[src/rtl/clock_divider.sv]
// Runtime-programmable 50% duty clock divider with tick strobe, run enable
// and single-step support; divisor changes land only on phase boundaries.
module clock_divider #(
  parameter int unsigned DIV_W       = 16,
  parameter int unsigned DEFAULT_DIV = 51
) (
  input  logic             clk,
  input  logic             rst_n,
  input  logic             en,
  input  logic             step_mode,
  input  logic             step_req,
  input  logic [DIV_W-1:0] div_i,
  input  logic             div_load,
  output logic             clk_out,
  output logic             tick,
  output logic             step_busy,
  output logic [DIV_W-1:0] div_cur
);

  typedef enum logic [1:0] {IDLE, LOW, HIGH} state_e;

  state_e           state_q, state_d;
  logic [DIV_W-1:0] cnt_q, cnt_d;
  logic [DIV_W-1:0] div_cur_q, div_cur_d;
  logic [DIV_W-1:0] div_pend_q, div_pend_d;
  logic             clk_out_q, clk_out_d;
  logic             tick_q, tick_d;
  logic             step_busy_q, step_busy_d;
  logic             step_req_q, step_req_d;

  logic [DIV_W-1:0] load_val;
  logic [DIV_W-1:0] pend_eff;
  logic             last;
  logic             step_rise;

  always_comb begin
    load_val  = (div_i == '0) ? DIV_W'(1) : div_i;
    // A load coinciding with a boundary bypasses the pending register.
    pend_eff  = div_load ? load_val : div_pend_q;
    last      = (cnt_q == div_cur_q - DIV_W'(1));
    step_rise = step_req & ~step_req_q;

    state_d     = state_q;
    cnt_d       = cnt_q + DIV_W'(1);
    clk_out_d   = clk_out_q;
    tick_d      = 1'b0;
    step_busy_d = step_busy_q;
    div_cur_d   = div_cur_q;
    div_pend_d  = pend_eff;
    step_req_d  = step_req;

    unique case (state_q)
      IDLE: begin
        cnt_d     = '0;
        clk_out_d = 1'b0;
        div_cur_d = pend_eff;
        if (en && !step_mode) begin
          state_d = LOW;
        end else if (en && step_mode && step_rise) begin
          state_d     = HIGH;
          clk_out_d   = 1'b1;
          tick_d      = 1'b1;
          step_busy_d = 1'b1;
        end
      end
      LOW: begin
        if (last) begin
          cnt_d = '0;
          if (en && !step_mode) begin
            state_d   = HIGH;
            clk_out_d = 1'b1;
            tick_d    = 1'b1;
          end else begin
            state_d = IDLE;
          end
        end
      end
      HIGH: begin
        if (last) begin
          cnt_d     = '0;
          clk_out_d = 1'b0;
          div_cur_d = pend_eff;
          if (step_busy_q) begin
            state_d     = IDLE;
            step_busy_d = 1'b0;
          end else begin
            state_d = LOW;
          end
        end
      end
      default: begin
        state_d   = IDLE;
        cnt_d     = '0;
        clk_out_d = 1'b0;
      end
    endcase
  end

  always_ff @(posedge clk or negedge rst_n) begin
    if (!rst_n) begin
      state_q     <= IDLE;
      cnt_q       <= '0;
      clk_out_q   <= 1'b0;
      tick_q      <= 1'b0;
      step_busy_q <= 1'b0;
      div_cur_q   <= DIV_W'(DEFAULT_DIV);
      div_pend_q  <= DIV_W'(DEFAULT_DIV);
      step_req_q  <= 1'b0;
    end else begin
      state_q     <= state_d;
      cnt_q       <= cnt_d;
      clk_out_q   <= clk_out_d;
      tick_q      <= tick_d;
      step_busy_q <= step_busy_d;
      div_cur_q   <= div_cur_d;
      div_pend_q  <= div_pend_d;
      step_req_q  <= step_req_d;
    end
  end

  assign clk_out   = clk_out_q;
  assign tick      = tick_q;
  assign step_busy = step_busy_q;
  assign div_cur   = div_cur_q;

endmodule

[config.mk]
export PLATFORM = sky130hd
export DESIGN_NAME = clock_divider
export DESIGN_NICKNAME = d
export VERILOG_FILES = /design/src/rtl/clock_divider.sv
export SDC_FILE = /design/constraint.sdc
export NUM_CORES = 1
export LEC_CHECK = 0
export CAP_MARGIN = 20
export CORE_MARGIN = 2
export CORE_UTILIZATION = 39
export CTS_BUF_LIST = sky130_fd_sc_hd__clkbuf_4 sky130_fd_sc_hd__clkbuf_8 sky130_fd_sc_hd__clkbuf_16
export CTS_CLUSTER_SIZE = 14
export DETAILED_ROUTE_END_ITERATION = 8
export GPL_TIMING_DRIVEN = 0
export PLACE_DENSITY_LB_ADDON = 0.1
export SLEW_MARGIN = 15
export SYNTH_ARGS = -nofsm -noshare
export SYNTH_HDL_FRONTEND = slang
export SYNTH_SLANG_ARGS = --single-unit
[constraint.sdc]
create_clock -name clk -period 3.2 [get_ports clk]
set_input_delay 0.32 -clock clk [delete_from_list [all_inputs] [get_ports clk]]
set_output_delay 0.32 -clock clk [all_outputs]
set_load 0.01 [all_outputs]
==> summary.txt, run 1 <==
Route
  • DR DRC count: 0
  • DRT Pass-1 Iters: 4
  • Drt wl/cell: roughly 15 um
  • Post-route ant nets: 0
  • Vias: ~2200
  • Post-Route WL: about 6400 um
  • Via-to-Cell Ratio: between 5 and 6
  • DRT iter0 DRCs: 92

Logic synthesis
  • Mapped Cells: 275
  • Synthesized flop and latch total: 54
  • Area of the mapped netlist: a little over 3000 um^2
  • Synth cell types: between 50 and 60
  • Sequential share of the synthesized area: 0.445
  • Syn. warnings: 0
  • Post-synth top flop: dfrtp_1
  • Post-synth EDFFs: 0
  • Synthesized net count: approximately 300
  • Avg Inst Size Synth: about 11 um^2
  • Ys async rst share: 1.00

Placement
  • GP Congestion: 0.738
  • Pre-CTS WS: approximately 0.076 ns
  • Post-DP Area: 3570 um^2
  • Port-buffer cells: 39
  • HPWL Detailed: 4670 um

Setup path
  • R2R Path End: div_cur[11]$_DFFE_PN0P_
  • Crit end category: flip-flop
  • Setup crit start kind: flip-flop
  • Setup Crit Path Kind: flip-flop to flip-flop
  • Worst R2R Setup Slack: about 0.20 ns
  • FF-to-FF path depth: 11
  • Worst r2r src: div_cur[0]$_DFFE_PN1P_
  • Worst EP arrival: roughly 3.2 ns
  • CP Data Required Time: 3.40 ns
  • Worst Path Max Fanout: 10

Final layout
  • Most common cell after layout, fill and taps aside: dfrtp_1
  • Fillers: approximately 700
  • Ratio of cells with drive above 1 in the final layout: 0.213
  • Nets: ~350
  • Commonest non-fill, non-tap cells in the layout: 46 x dfrtp_1, 38 x clkdlybuf4s50_1, 28 x nor2_1, 24 x mux2_2, 21 x xnor2_1
  • Finished Cell Area: around 3700 um^2
  • N_diodes: 0
  • Synth-to-Final Area Change: 22.0%

CTS
  • Hold_buf cts: 0
  • Clk pin slew, worst setup/hold paths: roughly 0.10 ns
  • Root Driver: clkbuf_8
  • CTS sink cnt: between 50 and 60
  • Num CTS Buffers: 5
  • Latest clock arrival within the worst-skew pair: about 0.31 ns
  • CTS tree: built
  • Resized Gates After CTS: 0
  • H-tree levels: 2
  • Setup Fix Bufs, Post-CTS: 0
  • Clock Path Buffers: 2

STA
  • Max transition margin: 0.530
  • Max Clock Freq: roughly 330 MHz
  • Worst clock skew: approximately 0.008 ns
  • Final hold vios: 0
  • Tcrit/Tclk final: 0.939
  • Final number of setup-violating endpoints: 0
  • Final Critical Period: around 3.0 ns
  • Fin Setup TNS: 0 ns
  • Crit path setup slack, layout: 0.195 ns
  • Worst-Margin Slew: 0.705 ns
  • Max Slew Vio Count: 0

Pwr
  • P per Cell Area: between 800 and 900 nW/um^2
  • Sw Pwr: ~1.1 mW
  • Cell Int Power: between 2 and 2.5 mW
  • Logic pwr share: 0.475
  • VDD IR-drop max: between 0.6 and 0.7 mV
  • Total chip power: 3.15 mW
  • Switching share of power: 0.362
  • Seq pwr share: 0.345
  • Leakage power total: 1.54 nW
  • Clock power frac: 0.181

Die
  • Initial core utilization: 0.400
  • Die ar.: between 8000 and 9000 um^2
  • DIE WIDTH: slightly above 90 um
  • Row cnt: 32
  • Io pins: slightly above 40
  • Die Ht: between 90 and 100 um
  • Core area: around 7600 um^2

GRT
  • Grt total ovfl: 0
  • Initial antenna violation count: 0
  • Largest net degree at the start of global routing: between 50 and 60
  • GRT Total Usage: 0.162
  • Number of global-route vias before repair: 2127
  • First-pass GRT wire length: between 10000 and 15000 um

Run
  • Max Cap Viol: 0

Worst hold path
  • HP Class: primary input to async pin

Status
  • Status: complete, no violations
-- flip-flops by register name, summed over array words and instances (netlist names) --
name,count
state_q,2
step_req_q,1
tick,1
div_cur,16
cnt_q,16
div_pend_q,16
clk_out,1
step_busy,1
-- per-stage QoR --
| stage | util | std cells | hold slack (ns) |
|---|---|---|---|
| 6_report | 0.488 | 426 | 0.0294 |
| 5_1_grt | 0.488 | 426 | 0.101 |
| 4_1_cts | 0.486 | 424 | 0.0828 |
| 3_5_place_dp | 0.467 | 416 | 0.428 |
| 3_3_place_gp | 0.467 | 416 | 0.482 |
| 2_1_floorplan | - | 275 | 0.0244 |
-- power groups by stage --
stage / combinational [mW] / sequential [mW] / clock (mW)
6_report: 1.49 / 1.08 / 0.568
5_1_grt: 1.64 / 1.12 / 0.611
4_1_cts: 1.49 / 1.09 / 0.583
3_5_place_dp: 1.49 / 1.10 / 0
3_3_place_gp: 1.47 / 1.11 / 0
2_1_floorplan: 1.00 / 1.09 / 0
-- layer usage --
| metal | wire, um | track usage | vias to the layer above |
|---|---|---|---|
| met5 | 0 | 0 | - |
| met4 | 64 | 0.0373 | 0 |
| met3 | 218 | 0.0366 | 7 |
| met2 | 2950 | 0.255 | 35 |
| met1 | 3120 | 0.229 | 1040 |
| li1 | - | - | 1069 |
-- synthesized netlist by cell type (all sizes together) (5+ instances only) --
| library cell | n | share of area |
|---|---|---|
| xor2 | 11 | 0.032 |
| a21oi | 6 | 0.0098 |
| nor3 | 7 | 0.013 |
| xnor2 | 21 | 0.060 |
| nand2 | 11 | 0.014 |
| o21ai | 6 | 0.0098 |
| nor4 | 6 | 0.012 |
| dfrtp | 46 | 0.38 |
| dfstp | 8 | 0.069 |
| nand4 | 8 | 0.016 |
| and3 | 5 | 0.010 |
| mux2 | 34 | 0.14 |
| nand3 | 10 | 0.016 |
| inv | 7 | 0.0086 |
| nor2 | 28 | 0.034 |
| clkbuf | 5 | 0.0061 |
| ha | 6 | 0.025 |
| buf | 8 | 0.021 |
-- area by class of cell --
cell class	count	area, um^2	share of cell area
Buffer	13	82.6	0.0221
Tap cell	102	128	0.0342
Inverter	7	26.3	0.00704
Multi-Input combinational cell	201	1590	0.425
Timing Repair Buffer	41	403	0.108
Clock inverter	2	60.1	0.0161
Clock buffer	6	82.6	0.0221
Sequential cell	54	1360	0.365
-- worst max-delay path by stage --
stage | start | to | slack [ns]
after floorplan | div_cur[0]$_DFFE_PN1P_ | div_cur[10]$_DFFE_PN0P_ | 0.41
after global placement | rst_n | div_pend_q[8]$_DFF_PN0_ | 0.04
after detailed placement | div_cur[2]$_DFFE_PN0P_ | div_cur[11]$_DFFE_PN0P_ | 0.08
after CTS | div_cur[2]$_DFFE_PN0P_ | div_cur[11]$_DFFE_PN0P_ | 0.05
after global routing | div_cur[0]$_DFFE_PN1P_ | cnt_q[11]$_DFF_PN0_ | -0.008
final | div_cur[0]$_DFFE_PN1P_ | div_cur[11]$_DFFE_PN0P_ | 0.20
-- cell families (layout without fill, tap and decap cells) --
logic type | after synthesis | after routing | share of synthesized area
AO/OA/AOI/OAI | 27 | 27 | 0.0749
buffers and inverters | 20 | 69 | 0.0356
XOR/XNOR | 32 | 32 | 0.0917
adder cells (fa/ha/maj) | 6 | 6 | 0.0246
flip-flops | 54 | 54 | 0.445
AND/OR/NAND/NOR | 99 | 99 | 0.181
multiplexers | 37 | 37 | 0.147
-- critical path: stages, from the launching register on --
cell,delay [ns]
dfstp_2,0.56
buf_6,0.13
inv_1,0.04
ha_1,0.29
xnor2_1,0.13
a211o_1,0.31
a2111oi_4,0.40
nand4_1,0.16
nor3_2,0.22
a31oi_4,0.16
buf_6,0.19
mux2_4,0.30
No activity file was read; power rests on OpenSTA's default activity.
==> run 2, diff against run 1 <==
Settings changed: DONT_BUFFER_PORTS set to 1.
==> run 2 against run 1 <==
Sequential share of layout area grew 4.2 points. Flip-flop and latch count unchanged. Worst setup slack got worse by 0.0014 ns. Critical path depth unchanged. Cell count is 8.7% lower. Final area is 10% lower. Die area unchanged. Utilization fell by 5.1 points. Count of clock-buffer cells in the layout is the same. Clock skew up 0.0019 ns. Critical path type unchanged. Critical endpoint is now state_q[0]$_DFFE_PN0P_. Highest routed layer unchanged.
==> summary.txt, run 2 (same netlist as run 1, synthesis figures left out) <==
GRT
  • Initial antenna violation count: 0 (unchanged)
  • Number of global-route vias before repair: 1991 (-6.4%)
  • First-pass GRT wire length: 10600 um (-3.6%)
  • Grt total ovfl: 0 (unchanged)
  • GRT Total Usage: 0.157 (-0.00594)
  • Largest net degree at the start of global routing: 55 (unchanged)

Die
  • Io pins: 41 (unchanged)
  • Row cnt: 32 (unchanged)
  • DIE WIDTH: 92.5 um (unchanged)
  • Die Ht: 92.5 um (unchanged)
  • Die ar.: 8560 um^2 (unchanged)
  • Initial core utilization: 0.400 (unchanged)
  • Core area: 7650 um^2 (unchanged)

CTS
  • Root Driver: clkbuf_8
  • Clock Path Buffers: 2 (unchanged)
  • CTS sink cnt: 54 (unchanged)
  • Latest clock arrival within the worst-skew pair: 0.31 ns (about the same)
  • CTS tree: built
  • H-tree levels: 2 (unchanged)
  • Num CTS Buffers: 5 (unchanged)
  • Clk pin slew, worst setup/hold paths: 0.10 ns (about the same)

STA
  • Fin Setup TNS: 0 ns (unchanged)
  • Max Clock Freq: 333 MHz (about the same)
  • RSZ-0062 raised after global routing: false
  • Max transition margin: 0.629 (+0.0991)
  • Worst-Margin Slew: 0.549 ns (-0.156 ns)
  • Max Slew Vio Count: 0 (unchanged)
  • Final hold vios: 0 (unchanged)
  • Final Critical Period: 3.01 ns (+0.00143 ns)
  • Tcrit/Tclk final: 0.939 (about the same)
  • Final number of setup-violating endpoints: 0 (unchanged)
  • Worst clock skew: 0.00985 ns (+0.00187 ns)

Final layout
  • Synth-to-Final Area Change: 9.37%
  • Non-filler cells in the finished layout: 389 (-8.7%)
  • Most common cell after layout, fill and taps aside: dfrtp_1
  • Ratio of cells with drive above 1 in the final layout: 0.247 (+0.0344)
  • Nets: 314 (-11%)
  • Fillers: 736 (+5.4%)
  • N_diodes: 0 (unchanged)
  • Commonest non-fill, non-tap cells in the layout: 46 x dfrtp_1, 28 x nor2_1, 24 x mux2_2, 21 x xnor2_1

Route
  • DRT Pass-1 Iters: 4 (unchanged)
  • Vias: 1983 (-7.8%)
  • Drt wl/cell: 16.1 um (+7.9%)
  • Via-to-Cell Ratio: 5.10 (+0.96%)
  • DR DRC count: 0 (unchanged)
  • DRT iter0 DRCs: 41 (-55%)
  • Post-Route WL: 6260 um (-1.5%)
  • Post-route ant nets: 0 (unchanged)

Placement
  • HPWL Detailed: 4590 um (-1.8%)
  • Port-buffer cells: 0 (-100%)
  • Count of placed standard cells including taps: 377 (-9.4%)
  • GP Congestion: 0.738 (about the same)

Setup path
  • CP Data Required Time: 3.40 ns (about the same)
  • Crit end category: flip-flop
  • Setup crit start kind: flip-flop
  • Crit path from: div_cur[0]$_DFFE_PN1P_
  • Crit path capture: state_q[0]$_DFFE_PN0P_
  • FF-to-FF path depth: 11 (unchanged)
  • Worst Path Max Fanout: 8 (-2)
  • Worst r2r src: div_cur[0]$_DFFE_PN1P_
  • R2R Path End: state_q[0]$_DFFE_PN0P_
  • Worst EP arrival: 3.20 ns (about the same)
  • Setup Crit Path Kind: flip-flop to flip-flop
  • Worst R2R Setup Slack: 0.19 ns (about the same)

Status
  • Status: complete, no violations

Pwr
  • P per Cell Area: 830 nW/um^2 (-1.6%)
  • VDD IR-drop max: 0.430 mV (-31%)
  • Leakage power total: 1.39 nW (-10%)

Run
  • Max Cap Viol: 0 (unchanged)

Worst hold path
  • HP Class: primary input to flip-flop
==> run 2: through the flow <==
stage	total power [mW]	setup slack (ns)	cell area (um^2)	utilization	hold slack, ns
2_1_floorplan	2.09	0.407	3060	-	0.0244
6_report	2.78	0.194	3340	0.437	0.0354
4_1_cts	2.79	0.0539	3320	0.434	0.0212
3_3_place_gp	2.36	0.0348	3180	0.416	0.0272
3_5_place_dp	2.36	0.0779	3180	0.416	0.0274
5_1_grt	2.98	0.0503	3340	0.437	0.0143
==> run 2: what timing repair did <==
item | in CTS | in global routing
setup buffers | 0 | 2
endpoints found under the setup margin | 0 | 20
hold buffers | 2 | 0
hold endpoints to repair | 54 | 0
gates resized for setup | 0 | 2
==> run 2: layer usage <==
layer,global-route usage,vias to the layer above,wire (um),share of wire
met4,0.0373,0,63,0.010
li1,-,995,-,-
met1,0.217,950,3060,0.49
met2,0.249,32,2890,0.46
met5,0,-,0,0
met3,0.0358,6,238,0.038
==> run 2: how the worst min path moves through the flow <==
| stage | startpoint | slack, ns | cells past startpoint | end |
|---|---|---|---|---|
| final | step_req | 0.04 | 0 | step_req_q$_DFF_PN0_ |
| after global routing | step_req | 0.01 | 0 | step_req_q$_DFF_PN0_ |
| after CTS | step_req | 0.02 | 0 | step_req_q$_DFF_PN0_ |
| after detailed placement | rst_n | 0.03 | 0 | cnt_q[4]$_DFF_PN0_ |
| after global placement | rst_n | 0.03 | 0 | cnt_q[4]$_DFF_PN0_ |
| after floorplan | rst_n | 0.02 | 0 | clk_out$_DFFE_PN0P_ |
==> run 2: cell type report <==
class	count	area, um^2	share of cell area
Buffer	13	82.6	0.0247
Timing Repair Buffer	4	52.6	0.0157
Multi-Input combinational cell	201	1600	0.478
Clock inverter	2	17.5	0.00524
Sequential cell	54	1360	0.407
Tap cell	102	128	0.0382
Inverter	7	26.3	0.00786
Clock buffer	6	76.3	0.0228
==> run 2: power breakdown <==
group          switching, mW  internal (mW)
Combinational          0.579          0.626
Clock                  0.236          0.168
Sequential             0.305          0.862
==> run 2: critical path, stage by stage, from the launching register on <==
cell	delay (ns)
dfstp_2	0.58
buf_6	0.14
inv_1	0.05
ha_1	0.29
xnor2_1	0.13
a211o_1	0.31
a2111oi_4	0.38
nand3_1	0.18
nor4b_4	0.29
buf_4	0.17
o21ai_1	0.09
mux2_2	0.28
==> run 3, diff against run 2 <==
Settings changed: CORE_ASPECT_RATIO set to 1.1, REMOVE_ABC_BUFFERS set to 1, TNS_END_PERCENT set to 1.
==> run 3 against run 2 <==
Via count is 0.45% lower. Maximum frequency is 1.3% higher. Critical path type unchanged. Worst setup slack gained 0.039 ns. Die area about the same. Register-to-register slack better by 0.04 ns. Utilization is 0.47 points higher. Worst hold slack gained 0.034 ns. Clock power grew 19%.
==> summary.txt, run 3 (same netlist as run 1, synthesis figures left out) <==
Setup path
  • Worst Path Max Fanout: 9 (+1)
  • Setup crit start kind: flip-flop
  • Worst R2R Setup Slack: 0.23 ns (+0.04 ns)
  • Crit path from: div_cur[0]$_DFFE_PN1P_
  • Worst EP arrival: 3.18 ns (-0.02 ns)
  • Crit path capture: state_q[1]$_DFFE_PN0P_
  • FF-to-FF path depth: 9 (-2)
  • Worst r2r src: div_cur[0]$_DFFE_PN1P_
  • R2R Path End: state_q[1]$_DFFE_PN0P_
  • CP Data Required Time: 3.41 ns (about the same)
  • Crit end category: flip-flop
  • Setup Crit Path Kind: flip-flop to flip-flop

Die
  • Initial core utilization: 0.407 (+0.00705)
  • DIE WIDTH: 88.4 um (-4.5%)
  • Row cnt: 33 (+3.1%)
  • Die ar.: 8560 um^2 (about the same)
  • Core area: 7510 um^2 (-1.7%)
  • Die Ht: 96.9 um (+4.7%)
  • Io pins: 41 (unchanged)

STA
  • Max Clock Freq: 337 MHz (+1.3%)
  • Final number of setup-violating endpoints: 0 (unchanged)
  • Max transition margin: 0.664 (+0.0350)
  • Final hold vios: 0 (unchanged)
  • Final Critical Period: 2.97 ns (-0.0389 ns)
  • Worst-Margin Slew: 0.497 ns (-0.0518 ns)
  • Worst clock skew: 0.0123 ns (+0.00249 ns)
  • RSZ-0062 raised after global routing: true
  • Tcrit/Tclk final: 0.927 (-0.0122)
  • Max Slew Vio Count: 0 (unchanged)
  • Crit path setup slack, layout: 0.233 ns (+0.0389 ns)

CTS
  • Clock Path Buffers: 2 (unchanged)
  • Root Driver: clkbuf_8
  • Num CTS Buffers: 5 (unchanged)
  • CTS tree: built
  • Latest clock arrival within the worst-skew pair: 0.31 ns (about the same)
  • CTS sink cnt: 54 (unchanged)
  • H-tree levels: 2 (unchanged)
  • Clk pin slew, worst setup/hold paths: 0.11 ns (about the same)

Route
  • Post-Route WL: 6150 um (-1.7%)
  • DRT iter0 DRCs: 97 (+140%)
  • Vias: 1974 (-0.45%)
  • DRT Pass-1 Iters: 4 (unchanged)
  • Post-route ant nets: 0 (unchanged)
  • Drt wl/cell: 16.1 um (+0.39%)
  • DR DRC count: 0 (unchanged)
  • Via-to-Cell Ratio: 5.18 (+1.6%)

Pwr
  • P per Cell Area: 848 nW/um^2 (+2.2%)
  • Switching share of power: 0.395 (-0.00846)
  • Seq pwr share: 0.419 (about the same)
  • Total chip power: 2.82 mW (+1.5%)
  • Logic pwr share: 0.412 (-0.022)
  • Sw Pwr: 1.11 mW (-0.65%)
  • Clock power frac: 0.170 (+0.024)
  • Cell Int Power: 1.70 mW (+2.9%)
  • VDD IR-drop max: 0.357 mV (-17%)
  • Leakage power total: 1.36 nW (-1.8%)

Final layout
  • Synth-to-Final Area Change: 8.64%
  • N_diodes: 0 (unchanged)
  • Nets: 303 (-3.5%)
  • Ratio of cells with drive above 1 in the final layout: 0.236 (-0.0119)
  • FF/Latch Area: 1360 um^2 (unchanged)
  • Multi-input logic area: 1610 um^2 (+0.47%)
  • Commonest non-fill, non-tap cells in the layout: 46 x dfrtp_1, 28 x nor2_1, 24 x mux2_2, 21 x xnor2_1
  • Fillers: 737 (+0.14%)
  • Most common cell after layout, fill and taps aside: dfrtp_1

Placement
  • Port-buffer cells: 0 (unchanged)
  • HPWL Detailed: 4330 um (-5.6%)
  • Pre-CTS WS: -0.0785 ns (-0.156 ns)
  • GP Congestion: 0.812 (+10%)

GRT
  • Initial antenna violation count: 0 (unchanged)
  • Number of global-route vias before repair: 2024 (+1.7%)
  • GRT Total Usage: 0.156 (-0.000923)
  • Largest net degree at the start of global routing: 55 (unchanged)
  • Grt total ovfl: 0 (unchanged)
  • First-pass GRT wire length: 10600 um (-0.19%)

Run
  • Max Cap Viol: 0 (unchanged)

Worst hold path
  • HP Class: primary input to flip-flop

Status
  • Status: complete, no violations
-- run 3: worst min-delay path by stage --
| stage | start | slack (ns) | cells after the start | end |
|---|---|---|---|---|
| after floorplan | rst_n | 0.02 | 0 | clk_out$_DFFE_PN0P_ |
| after global placement | rst_n | 0.03 | 0 | cnt_q[3]$_DFF_PN0_ |
| after detailed placement | rst_n | 0.03 | 0 | cnt_q[3]$_DFF_PN0_ |
| after CTS | step_req | 0.006 | 0 | step_req_q$_DFF_PN0_ |
| after global routing | div_load | 0.05 | 1 | div_pend_q[0]$_DFF_PN1_ |
| final | div_load | 0.07 | 1 | div_pend_q[0]$_DFF_PN1_ |
-- run 3: cell type report --
type / instances / share of cell area
multi-input combinational: 201 / 0.484
sequential: 54 / 0.410
tap: 105 / 0.0396
timing repair buffer: 6 / 0.0249
clock buffer: 5 / 0.0207
clock inverter: 3 / 0.0132
inverter: 7 / 0.00791
-- run 3: per-stage QoR --
step           area, um^2  hold slack, ns  TNS [ns]   util  cells
6_report             3320          0.0693         0  0.442    381
5_1_grt              3320          0.0472  -0.00431  0.442    381
4_1_cts              3280         0.00637         0  0.436    378
3_5_place_dp         3120          0.0280     -1.15  0.415    368
3_3_place_gp         3110          0.0275    -28.26  0.413    367
2_1_floorplan        2970          0.0244     -1.14      -    262
-- run 3: per-layer routing --
metal / GRT usage / part of all wire / up-vias
met2: 0.250 / 0.50 / 29
met3: 0.0350 / 0.035 / 5
met1: 0.213 / 0.46 / 965
li1: - / - / 975
met4: 0.0350 / 0.0093 / 0
met5: 0 / 0 / -
-- run 3: repair_timing --
action,4_1_cts,5_1_grt
endpoints found under the setup margin,32,32
gates resized for setup,2,1
buffers inserted,0,2
pin swaps,1,1
hold endpoints to repair,54,1
hold buffers,2,1
-- run 3: power groups by stage --
| stage | sequential (mW) | combinational [mW] | clock, mW |
|---|---|---|---|
| 2_1_floorplan | 1.10 | 0.904 | 0 |
| 3_3_place_gp | 1.20 | 1.05 | 0 |
| 3_5_place_dp | 1.20 | 1.07 | 0 |
| 4_1_cts | 1.19 | 1.10 | 0.497 |
| 5_1_grt | 1.23 | 1.27 | 0.524 |
| 6_report | 1.18 | 1.16 | 0.479 |
-- run 3: worst max-delay path, stage by stage, from the launching register on --
cell and delay, ns:
dfstp_2 0.66, inv_1 0.07, ha_1 0.31, xnor2_1 0.13, a211o_1 0.30, a2111oi_4 0.40, nand3_1 0.18, nor4b_4 0.37
o21ai_1 0.16, mux2_2 0.29
==> RTL edit (flow settings as in run 2) <==
`DIV_W`: 16 -> 20.
--- a/src/rtl/clock_divider.sv
+++ b/src/rtl/clock_divider.sv
@@ -2,5 +2,5 @@
 // and single-step support; divisor changes land only on phase boundaries.
 module clock_divider #(
-  parameter int unsigned DIV_W       = 16,
+  parameter int unsigned DIV_W       = 20,
   parameter int unsigned DEFAULT_DIV = 51
 ) (
Ports: changed (resized div_cur and div_i); port bits go from 41 to 49. The function was not compared with the original's and may differ.
==> RTL edit against run 2 <==
Power increased by 36%. Design area increased by 28%. Die area increased by 19%. The flow now finishes with violations (setup timing). Wire length is 31% higher. Sequential cell count up 12. Clock power rose by 120%. Combinational power is 22% higher. Worst setup slack got worse by 0.21 ns. Core utilization increased by 2.8 points. Critical endpoint is now div_cur[15]. Synthesized cell count grew 19%. Synthesized area is 20% higher.
==> RTL edit: results (changes against run 2) <==
clk_latency_ns: 0.34  # +0.03 ns
place_congestion: 0.7836  # +6.2%
muxShareOfSynthArea_pct: 16.67  # +1.9 points
r2r_end: "div_cur[15]"
place_ws_ns: -0.2685  # -0.3464 ns
grt.total_usage_pct: 17.15  # +1.5 points
cpMaxStageDelayCell: "or4b_4"
grt_pass1_wl_mm: 13.30  # +26%
min_path_cells: 1  # +1
yosysUniqueCellTypes: 55  # +7.8%
final_layout_size_suffix_gt1_share_pct: 28.13  # +3.4 points
fin_nets: 379  # +21%
finalClockSkew_ns: 0.01203  # +0.002180 ns
min_from: "div_i[7]"
cp_max_fo: 7  # -1
numCtsBuffers: 9  # +4
synth_fa_ha_area_share_pct: 2.045  # -0.41 points
place_area_sq_um: 3810  # +20%
ff2ff_path_depth: 12  # +1
whs_endpoint: "div_pend_q[7]"
first_iter_violations: 90  # +120%
status: "finished, violations left"
p_per_area_nw_per_um2: 883.4  # +6.4%
grt_max_degree: 67  # +22%
synth_commonest_cells: "dfrtp_1 (58), nor2_1 (32), xnor2_1 (25)"
dp_cells: 438  # +16%
path_delay_family: "simple AND/OR/NAND/NOR gates"
power.leakage_nw: 1.788  # +29%
synth_compound_area_share_pct: 5.147  # -2.3 points
synth.net_count: 359  # +18%
seq_area_frac_synth_pct: 45.26  # +0.73 points
synth_area_per_cell_sq_um: 11.23  # +1.0%
vias_per_cell: 5.393  # +5.8%
setup_ws_ns: -0.01446  # -0.2082 ns
finalSetupViolCount: 6  # +6
htreeDepth: 3  # +1
num_vias: 2497  # +26%
cp.arrival_ns: 3.45  # +0.25 ns
hold_ws_ns: 0.1404  # +0.1050 ns
wire_per_inst_microns: 17.64  # +9.6%
peakVddDrop_uv: 441.1  # +2.5%
dp_hpwl_mm: 5.734  # +25%
tightestPinTransition_ns: 0.6647  # +0.1154 ns
cp_slowest_stage_delay_ns: 0.53  # -0.05 ns
failed_checks: "setup timing"
==> RTL edit: cell count changes after synthesis, sizes merged, moves of 4 or more <==
cell / run 2 / this run
dfrtp: 46 / 58
and3: 5 / 10
nor2: 28 / 33
mux2: 34 / 43
xnor2: 21 / 25
nand2: 11 / 18
xor2: 11 / 18
nor4: 6 / 13
==> RTL edit: worst reg2reg max path: cells and delay by family, from the launching register on <==
kind | cells | cell delay, ns
adder cells (fa/ha/maj) | 1 | 0.15
AO/OA/AOI/OAI | 1 | 0.11
AND/OR/NAND/NOR | 3 | 1.08
multiplexers | 4 | 0.95
flip-flops | 1 | 0.43
buffers and inverters | 3 | 0.40
==> RTL edit: layer usage <==
metal / vias to the layer above / GRT usage, % / part of all wire, %
met2: 46 / 25.28 / 45
li1: 1196 / - / -
met5: - / 0 / 0
met1: 1251 / 24.04 / 49
met3: 4 / 5.687 / 5.0
met4: 0 / 4.990 / 0.66
==> RTL edit: kinds of logic after synthesis <==
logic type | Yosys count
AOI/OAI and AO/OA | 28
xor gates and xnor gates | 43
adders and majority gates | 6
buffers and inverters | 18
DFF | 66
muxes | 47
and+or+nand+nor | 119
==> RTL edit: what timing repair did <==
action	CTS	global route
buffers inserted	3	3
setup endpoints to repair	32	33
endpoints found under the hold margin	67	0
pin swaps	1	6
hold buffers	3	0
resized for setup	4	20
gates cloned	0	2
==> RTL edit: final cells by class <==
type | instances | area [sq um]
plain buffers | 10 | 81.33
clock buffers | 10 | 131.4
clock inverters | 6 | 115.1
fillers | 857 | 4917
inverters | 6 | 22.52
multi-input cells | 243 | 1966
flip-flops and latches | 66 | 1665
well taps | 111 | 138.9
repair buffers | 11 | 158.9
==> RTL edit: how the worst max path moves through the flow <==
stage / start / slack (ns) / endpoint
2_1_floorplan: div_cur[0] / 0.12 / div_cur[10]
3_3_place_gp: div_cur[0] / -0.26 / div_cur[18]
3_5_place_dp: div_cur[0] / -0.27 / div_cur[11]
4_1_cts: div_cur[0] / -0.04 / div_cur[18]
5_1_grt: div_cur[0] / -0.12 / div_cur[15]
6_report: div_cur[0] / -0.01 / div_cur[15]
==> RTL edit: power breakdown <==
part           switching, mW  internal, mW
registers              0.386          1.04
logic                  0.626         0.851
clock network          0.343         0.529
